File: src/rtl/note_sequencer.sv
// Note sequencer: plays a programmable table of {frequency, waveform, duration}
// entries into the frequency_control wave generator. Note length is counted in
// generator output handshakes so playback timing follows the sample rate.
module note_sequencer #(
  parameter  int DEPTH_P      = 16,
  parameter  int FREQ_WIDTH_P = 16,
  parameter  int DUR_WIDTH_P  = 20,
  localparam int IDX_W        = $clog2(DEPTH_P),
  localparam int LEN_W        = IDX_W + 1
) (
  input  logic                    clk_i,
  input  logic                    reset_ni,
  input  logic                    wr_en_i,
  input  logic [IDX_W-1:0]        wr_addr_i,
  input  logic [FREQ_WIDTH_P-1:0] wr_freq_i,
  input  logic [3:0]              wr_wave_i,
  input  logic [DUR_WIDTH_P-1:0]  wr_dur_i,
  input  logic [LEN_W-1:0]        len_i,
  input  logic                    loop_i,
  input  logic                    start_i,
  input  logic                    stop_i,
  input  logic                    sample_fire_i,
  output logic [FREQ_WIDTH_P-1:0] freq_ctrl_o,
  output logic [3:0]              sw_o,
  output logic [IDX_W-1:0]        note_idx_o,
  output logic                    busy_o,
  output logic                    note_start_o,
  output logic                    done_o
);

  typedef enum logic [1:0] {IDLE, LOAD, PLAY, DONE} state_e;

  localparam logic [LEN_W-1:0] DEPTH_L = LEN_W'(DEPTH_P);

  // Note table storage; contents survive reset and are only changed by writes.
  logic [FREQ_WIDTH_P-1:0] mem_freq [DEPTH_P];
  logic [3:0]              mem_wave [DEPTH_P];
  logic [DUR_WIDTH_P-1:0]  mem_dur  [DEPTH_P];

  state_e                  state_q, state_d;
  logic [IDX_W-1:0]        idx_q, idx_d;
  logic [LEN_W-1:0]        len_q, len_d;
  logic                    loop_q, loop_d;
  logic [DUR_WIDTH_P-1:0]  cnt_q, cnt_d;
  logic [DUR_WIDTH_P-1:0]  dur_q, dur_d;
  logic [FREQ_WIDTH_P-1:0] freq_q, freq_d;
  logic [3:0]              sw_q, sw_d;
  logic [IDX_W-1:0]        note_idx_q, note_idx_d;
  logic                    note_start_q, note_start_d;
  logic                    done_q, done_d;

  logic [DUR_WIDTH_P-1:0]  cnt_inc;
  logic [DUR_WIDTH_P-1:0]  dur_eff;
  logic                    last_entry;

  // Table write port, usable in every state; the playing note keeps its own copy.
  always_ff @(posedge clk_i) begin
    if (wr_en_i) begin
      mem_freq[wr_addr_i] <= wr_freq_i;
      mem_wave[wr_addr_i] <= wr_wave_i;
      mem_dur[wr_addr_i]  <= wr_dur_i;
    end
  end

  assign cnt_inc    = cnt_q + DUR_WIDTH_P'(1);
  assign dur_eff    = (dur_q == '0) ? DUR_WIDTH_P'(1) : dur_q;
  assign last_entry = (({1'b0, idx_q} + LEN_W'(1)) == len_q);

  // Next-state and next-output logic; stop overrides everything else.
  always_comb begin
    state_d      = state_q;
    idx_d        = idx_q;
    len_d        = len_q;
    loop_d       = loop_q;
    cnt_d        = cnt_q;
    dur_d        = dur_q;
    freq_d       = freq_q;
    sw_d         = sw_q;
    note_idx_d   = note_idx_q;
    note_start_d = 1'b0;
    done_d       = 1'b0;
    if (stop_i) begin
      state_d = IDLE;
      sw_d    = 4'b0000;
    end else begin
      case (state_q)
        IDLE: begin
          if (start_i && (len_i != '0)) begin
            state_d = LOAD;
            len_d   = (len_i > DEPTH_L) ? DEPTH_L : len_i;
            loop_d  = loop_i;
            idx_d   = '0;
          end
        end
        LOAD: begin
          freq_d       = mem_freq[idx_q];
          sw_d         = mem_wave[idx_q];
          dur_d        = mem_dur[idx_q];
          note_idx_d   = idx_q;
          cnt_d        = '0;
          note_start_d = 1'b1;
          state_d      = PLAY;
        end
        PLAY: begin
          if (sample_fire_i) begin
            cnt_d = cnt_inc;
            if (cnt_inc == dur_eff) begin
              if (!last_entry) begin
                idx_d   = idx_q + IDX_W'(1);
                state_d = LOAD;
              end else if (loop_q) begin
                idx_d   = '0;
                state_d = LOAD;
              end else begin
                state_d = DONE;
                sw_d    = 4'b0000;
                done_d  = 1'b1;
              end
            end
          end
        end
        DONE: begin
          state_d = IDLE;
        end
        default: begin
          state_d = IDLE;
        end
      endcase
    end
  end

  // Sequencer state and registered outputs, cleared asynchronously on reset.
  always_ff @(posedge clk_i or negedge reset_ni) begin
    if (!reset_ni) begin
      state_q      <= IDLE;
      idx_q        <= '0;
      len_q        <= '0;
      loop_q       <= 1'b0;
      cnt_q        <= '0;
      dur_q        <= '0;
      freq_q       <= '0;
      sw_q         <= 4'b0000;
      note_idx_q   <= '0;
      note_start_q <= 1'b0;
      done_q       <= 1'b0;
    end else begin
      state_q      <= state_d;
      idx_q        <= idx_d;
      len_q        <= len_d;
      loop_q       <= loop_d;
      cnt_q        <= cnt_d;
      dur_q        <= dur_d;
      freq_q       <= freq_d;
      sw_q         <= sw_d;
      note_idx_q   <= note_idx_d;
      note_start_q <= note_start_d;
      done_q       <= done_d;
    end
  end

  assign freq_ctrl_o  = freq_q;
  assign sw_o         = sw_q;
  assign note_idx_o   = note_idx_q;
  assign note_start_o = note_start_q;
  assign done_o       = done_q;
  assign busy_o       = (state_q == LOAD) || (state_q == PLAY);

endmodule
File: config.mk
export PLATFORM = sky130hd
export DESIGN_NAME = note_sequencer
export DESIGN_NICKNAME = d
export VERILOG_FILES = /design/src/rtl/note_sequencer.sv
export SDC_FILE = /design/constraint.sdc
export NUM_CORES = 1
export LEC_CHECK = 0
export ABC_AREA = 1
export BUFFER_PORTS_ARGS = -buffer_cell sky130_fd_sc_hd__buf_2
export CAP_MARGIN = 20
export CORE_UTILIZATION = 55
export CTS_CLUSTER_DIAMETER = 100
export CTS_CLUSTER_SIZE = 25
export DETAILED_ROUTE_END_ITERATION = 8
export HOLD_SLACK_MARGIN = 0.03
export PLACE_DENSITY = 0.72
export SLEW_MARGIN = 40
export SYNTH_ARGS = -nofsm -noshare
export SYNTH_HDL_FRONTEND = slang
export SYNTH_SLANG_ARGS = --single-unit
File: constraint.sdc
create_clock -name clk_i -period 5.65 [get_ports clk_i]
set_input_delay 0.565 -clock clk_i [delete_from_list [all_inputs] [get_ports clk_i]]
set_output_delay 0.565 -clock clk_i [all_outputs]
set_load 0.05 [all_outputs]
== Word-level counts from Yosys, hierarchy flattened ==
Memories as Yosys holds them, arrays and structs flattened. A register that Yosys moved wholly into a read port is not among the register bits.
Index checks and enable logic that the tools add are counted.
Widths: inputs -> output; s select.

* Add/sub/neg operators: 3
* $mul: 0
* Div/mod/pow operators: 0
* $lt $le $gt $ge: 1
* Equality and inequality tests: 14
* Shift-type cells: 0
* Mux-type cells: 33
* Bitwise operators: 1
* Reduce and logical (&&, ||, !) cells: 16

{| class="wikitable"
|+ Operators with widths
! operator !! number
|-
| $mux 20 || 2
|-
| $mux 4 || 10
|-
| $pmux 20 s2 || 1
|-
| $add 20x1->20 const B || 1
|-
| $eq 20x20->1 || 1
|-
| $logic_not 20->1 || 1
|-
| $ne 3x3->1 const B || 6
|-
| $pmux 4 s2 || 2
|-
| $mux 2 || 6
|-
| $mux 1 || 10
|-
| $reduce_and 3->1 || 3
|-
| $pmux 2 s4 || 1
|-
| $ne 2x2->1 const B || 3
|-
| $reduce_and 6->1 || 1
|-
| $add 4x1->5 const B || 1
|-
| $eq 5x5->1 || 1
|-
| $gt 5x5->1 const B || 1
|-
| $mux 5 || 1
|-
| $reduce_and 5->1 || 1
|-
| $reduce_bool 5->1 || 1
|-
| $add 4x1->4 const B || 1
|-
| $eq 2x2->1 const B || 2
|-
| $reduce_bool 2->1 || 2
|-
| $reduce_bool 3->1 || 1
|-
| other kinds (7) || 8
|}

* Register bits: 42
* Bits in latches: 0
* RAM bits: 640
* Memory bits (read-only): 0
* Input port bits: 56
* Output and inout bits: 27
* Memories kept: 3

{| class="wikitable"
|+ Memory list
! name !! words !! bits a word !! read ports !! clocked after Yosys merged registers in !! write ports !! RTL line !! source
|-
| mem_dur || 16 || 20 || 1 || 1 || 1 || 38 || <nowiki>logic [DUR_WIDTH_P-1:0] mem_dur [DEPTH_P];</nowiki>
|-
| mem_freq || 16 || 16 || 1 || 1 || 1 || 36 || <nowiki>logic [FREQ_WIDTH_P-1:0] mem_freq [DEPTH_P];</nowiki>
|-
| mem_wave || 16 || 4 || 1 || 0 || 1 || 37 || <nowiki>logic [3:0] mem_wave [DEPTH_P];</nowiki>
|}

== Longest topological paths before layout ==
* Depth in word-level cells: 7
* Mapped depth: 18

== Least setup slack after synthesis ==
No wires, ideal clock.

* Path kind: input to register
* Start point: in wr_addr_i[0]
* End point: mem mem_dur[13][0], enable pin
* Arrival: 2.456 ns
* Required time: 5.213 ns
* Path slack: 2.756 ns
* Stages: 4
* Path through: inv_1 -> nor2_1 -> nand2_1 -> nor2_1

{| class="wikitable"
|+ RTL lines
! what !! RTL line !! source
|-
| start: declaration || 14 || <nowiki>input logic [IDX_W-1:0] wr_addr_i,</nowiki>
|-
| end: declaration || 38 ||
|}

Straight into the memory's write port.

== Worst setup path in the final report ==
* Start point: reg state_q[0]
* End point: reg cnt_q[8]

* Word-level cells in the longest chain between the ends: 3
* Elaborated cells between the ends (all ways): 6

{| class="wikitable"
|+ RTL lines
! what !! RTL line !! source
|-
| start: declaration || 40 || <nowiki>state_e state_q, state_d;</nowiki>
|-
| start signal: assignment || 147 || <nowiki>state_q <= state_d;</nowiki>
|-
| $eq 2x2->1 / $eq 2x1->1 (equally long branches) || 86 || <nowiki>case (state_q)</nowiki>
|-
| $ne 2x2->1 (no line) / $reduce_bool 2->1 (equally long branches) || -- ||
|-
| $reduce_and 3->1 (no line) || -- ||
|-
| end signal: assignment || 151 || <nowiki>cnt_q <= cnt_d;</nowiki>
|-
| end: declaration || 44 || <nowiki>logic [DUR_WIDTH_P-1:0] cnt_q, cnt_d;</nowiki>
|}

Parallel ways exist; a longest one is shown, timed or not.
A chain may end at the register's enable or synchronous reset.

==> flow_metrics.env <==
export IMPL_nFillCells=3956
export IMPL_status="finished clean"
export IMPL_netlist_top_cells_area="edfxtp_1, o21ai_0, dfrtp_1, nor2_1, o22ai_1"
export IMPL_multi_input_area_sq_um=6940
export IMPL_hold_path_class="input pin to flop"
export IMPL_drc=0
export IMPL_clkSlewWorstSetupHoldPaths_ns=0.10
export IMPL_drive_gt1_share_pct=8.14
export IMPL_gp_congestion=0.834
export IMPL_syn_num_nets=2434
export IMPL_clk_latency_ns=0.60
export IMPL_path_class="flop to flop"
export IMPL_drt_initial_drc_count=2670
export IMPL_vias_per_cell=6.26
export IMPL_num_nets_final=2444
export IMPL_dp_cells=3024
export IMPL_start_util_pct=55.9
export IMPL_post_route_period_util_pct=51.9
export IMPL_cts_setup_buffers=0
export IMPL_antenna_found_initial=2
export IMPL_syn_cell_area_sq_um=28800
export IMPL_synth_top_cell_area_share_pct=66.8
export IMPL_grt_usage_pct=26.9
export IMPL_setup_viol=0
export IMPL_dieArea_sq_um=53300
export IMPL_p_per_area_nw_per_um2=381
export IMPL_row_count=83
export IMPL_grt_max_degree=203
export IMPL_fp_dieW_um=231
export IMPL_cts_root_buf="clkbuf_16"
export IMPL_rsz0062_at_grt="no"
export IMPL_synth_edff_count=640
export IMPL_required_ns=6.09
export IMPL_area_growth_pct=7.78
export IMPL_setup_tns_ns=0
export IMPL_clockBufferDepth=3
export IMPL_num_io_pins=83
export IMPL_synth_cells=2373
export IMPL_power_leakage_nw=10.6
export IMPL_ys_flop_type="edfxtp_1"
export IMPL_grt_pass1_vias=18275
export IMPL_post_drt_wl_per_cell_um=23.2
export IMPL_drv_cap=0
export IMPL_final_cells=3092
export IMPL_period_minus_slack_ns=2.93
export IMPL_totalWireLength_mm=71.8
export IMPL_arrival_ns=3.37
export IMPL_ys_async_sr_fraction_pct=10.9
export IMPL_netlist_cell_type_count=34
export IMPL_clock_sinks=718
export IMPL_die_h_um=231
export IMPL_grt_first_pass_wirelength_mm=108
export IMPL_end_kind="flop"
export IMPL_clock_skew_ns=0.0213
export IMPL_worst_pin_slew_ns=0.895
export IMPL_ant_nets=0
export IMPL_seqCellArea_sq_um=21200
export IMPL_dp_hpwl_mm=35.7
export IMPL_io_buffers=82
export IMPL_numCtsBuffers=34
export IMPL_synth_sequential_area_ratio_pct=73.5
export IMPL_first_pass_iters=6
export IMPL_cts_tree="yes"
export IMPL_ys_ff_latch=718
export IMPL_synth_warnings=0
export IMPL_grt_remaining_overflow=0
export IMPL_maxSlewViolCount=0
export IMPL_yosysTopAreaCell="edfxtp_1"
export IMPL_fp_coreArea_sq_um=51500
export IMPL_hold_viol_final=0
export IMPL_syn_area_per_cell_sq_um=12.1
export IMPL_irDropWorstVdd_mv=0.267
export IMPL_relSlewSlack_pct=40.4
export IMPL_fmax_mhz=341
export IMPL_worstSetupStartpointType="flop"
export IMPL_cts_max_level=2
export IMPL_dr_total_vias=19359
export IMPL_cp_max_fo=25
-- cell usage in the layout, fill, tap and decap left out, types with 6 or more instances in the layout --
cell / count
a21oi_1: 6
nand2_2: 6
dfrtp_1: 74
o32ai_1: 6
buf_6: 6
nor2_1: 453
buf_4: 23
nand3_1: 46
inv_1: 61
clkbuf_1: 23
edfxtp_1: 640
o21ai_1: 9
o21ai_0: 428
buf_2: 81
nor2_4: 19
clkbuf_16: 35
nand2_1: 232
o22ai_1: 197
-- cell families (layout without fill, tap and decap cells) --
| kind of cell | count (synthesis) | count (layout) | synth area share, % |
|---|---|---|---|
| buffers and inverters | 209 | 245 | 2.79 |
| adders and majority gates | 5 | 5 | 0.217 |
| other | 0 | 3 | 0 |
| AOI/OAI and AO/OA | 658 | 658 | 12.5 |
| and+or+nand+nor | 775 | 775 | 10.7 |
| xor gates and xnor gates | 8 | 8 | 0.296 |
| DFF | 718 | 718 | 73.5 |
-- state kept, by name, indices dropped and copies added (netlist names) --
signal / cells
cnt_q: 20
done_o: 1
dur_q: 20
freq_ctrl_o: 16
idx_q: 4
len_q: 5
loop_q: 1
mem_dur: 320
mem_freq: 256
mem_wave: 64
note_idx_o: 4
note_start_o: 1
state_q: 2
sw_o: 4
-- worst max-delay path, stage by stage (launching register included) --
cell and delay (ns):
dfrtp_1 0.41, inv_1 0.12, ha_1 0.60, inv_1 0.18, nor2_1 0.18, inv_1 0.05
nand3_1 0.19, inv_1 0.38, nand2_1 0.49, o22ai_1 0.17
-- Yosys cell counts, types with 3 or more instances --
master / number
edfxtp_1: 640
nor2_1: 469
o21ai_0: 428
nand2_1: 232
o22ai_1: 197
clkbuf_1: 122
dfrtp_1: 78
inv_1: 64
nand3_1: 46
buf_2: 14
o21ai_1: 9
buf_1: 8
a21oi_1: 6
nand2_2: 6
o32ai_1: 6
ha_1: 5
nand3b_1: 5
nand4_1: 5
o221ai_1: 5
xor2_1: 5
nor2_4: 3
o211ai_1: 3
or2_2: 3
-- per-stage QoR --
step	area, sq um	hold slack (ns)	power (W)	utilization [%]	setup slack [ns]
floorplan	28800	0.269	0.00833	-	2.76
global placement	29900	0.464	0.00905	58.1	2.72
detailed placement	30000	0.472	0.00914	58.2	2.76
CTS	31000	0.175	0.0118	60.1	2.76
global route	31000	0.193	0.0123	60.2	2.48
finish	31000	0.187	0.0118	60.2	2.72
-- final cells by class --
cell class / count / share of cell area, %
Clock buffer: 57 / 3.02
Multi-Input combinational cell: 1446 / 22.4
Timing Repair Buffer: 118 / 2.59
Sequential cell: 718 / 68.3
Clock inverter: 5 / 0.145
Tap cell: 680 / 2.74
Antenna cell: 3 / 0.0242
Inverter: 65 / 0.859
-- path summary, 6_finish.rpt --
path	start	to	slack [ns]	depth (start not counted)
worst min-delay path	loop_i	loop_q$_DFFE_PN0P_	0.19	3
worst min register to register	note_idx_o[0]$_DFFE_PN0P_	note_idx_o[0]$_DFFE_PN0P_	0.49	2
worst max-delay path	state_q[0]$_DFFE_PN0P_	cnt_q[8]$_DFFE_PN0P_	2.72	9
worst max register to register	state_q[0]$_DFFE_PN0P_	cnt_q[8]$_DFFE_PN0P_	2.72	9
max in group asynchronous	reset_ni	idx_q[2]$_DFFE_PN0P_	4.18	3
min in group asynchronous	reset_ni	freq_ctrl_o[7]$_DFFE_PN0P_	0.45	2
-- routing by layer --
metal | part of all wire, % | vias to the layer above | wire length [um] | GRT usage, %
met4 | 2.4 | 2 | 1740 | 8.44
met3 | 9.8 | 156 | 7050 | 3.59
met1 | 40 | 9536 | 29000 | 38.4
li1 | - | 8592 | - | -
met2 | 47 | 1073 | 34000 | 43.3
met5 | 0.024 | - | 17 | 0
-- power by group --
group / leakage (nW) / internal (W) / total, W / switching (W)
logic: 3.30 / 0.000795 / 0.00276 / 0.00197
clock network: 0.464 / 0.00116 / 0.00277 / 0.00161
registers: 6.79 / 0.00605 / 0.00631 / 0.000252
-- repair_timing --
item	CTS	global route
hold endpoints to repair	18	0
gates resized for setup	0	0
hold buffers	1	0
setup endpoints to repair	0	0
No activity file was read; power rests on OpenSTA's default activity.
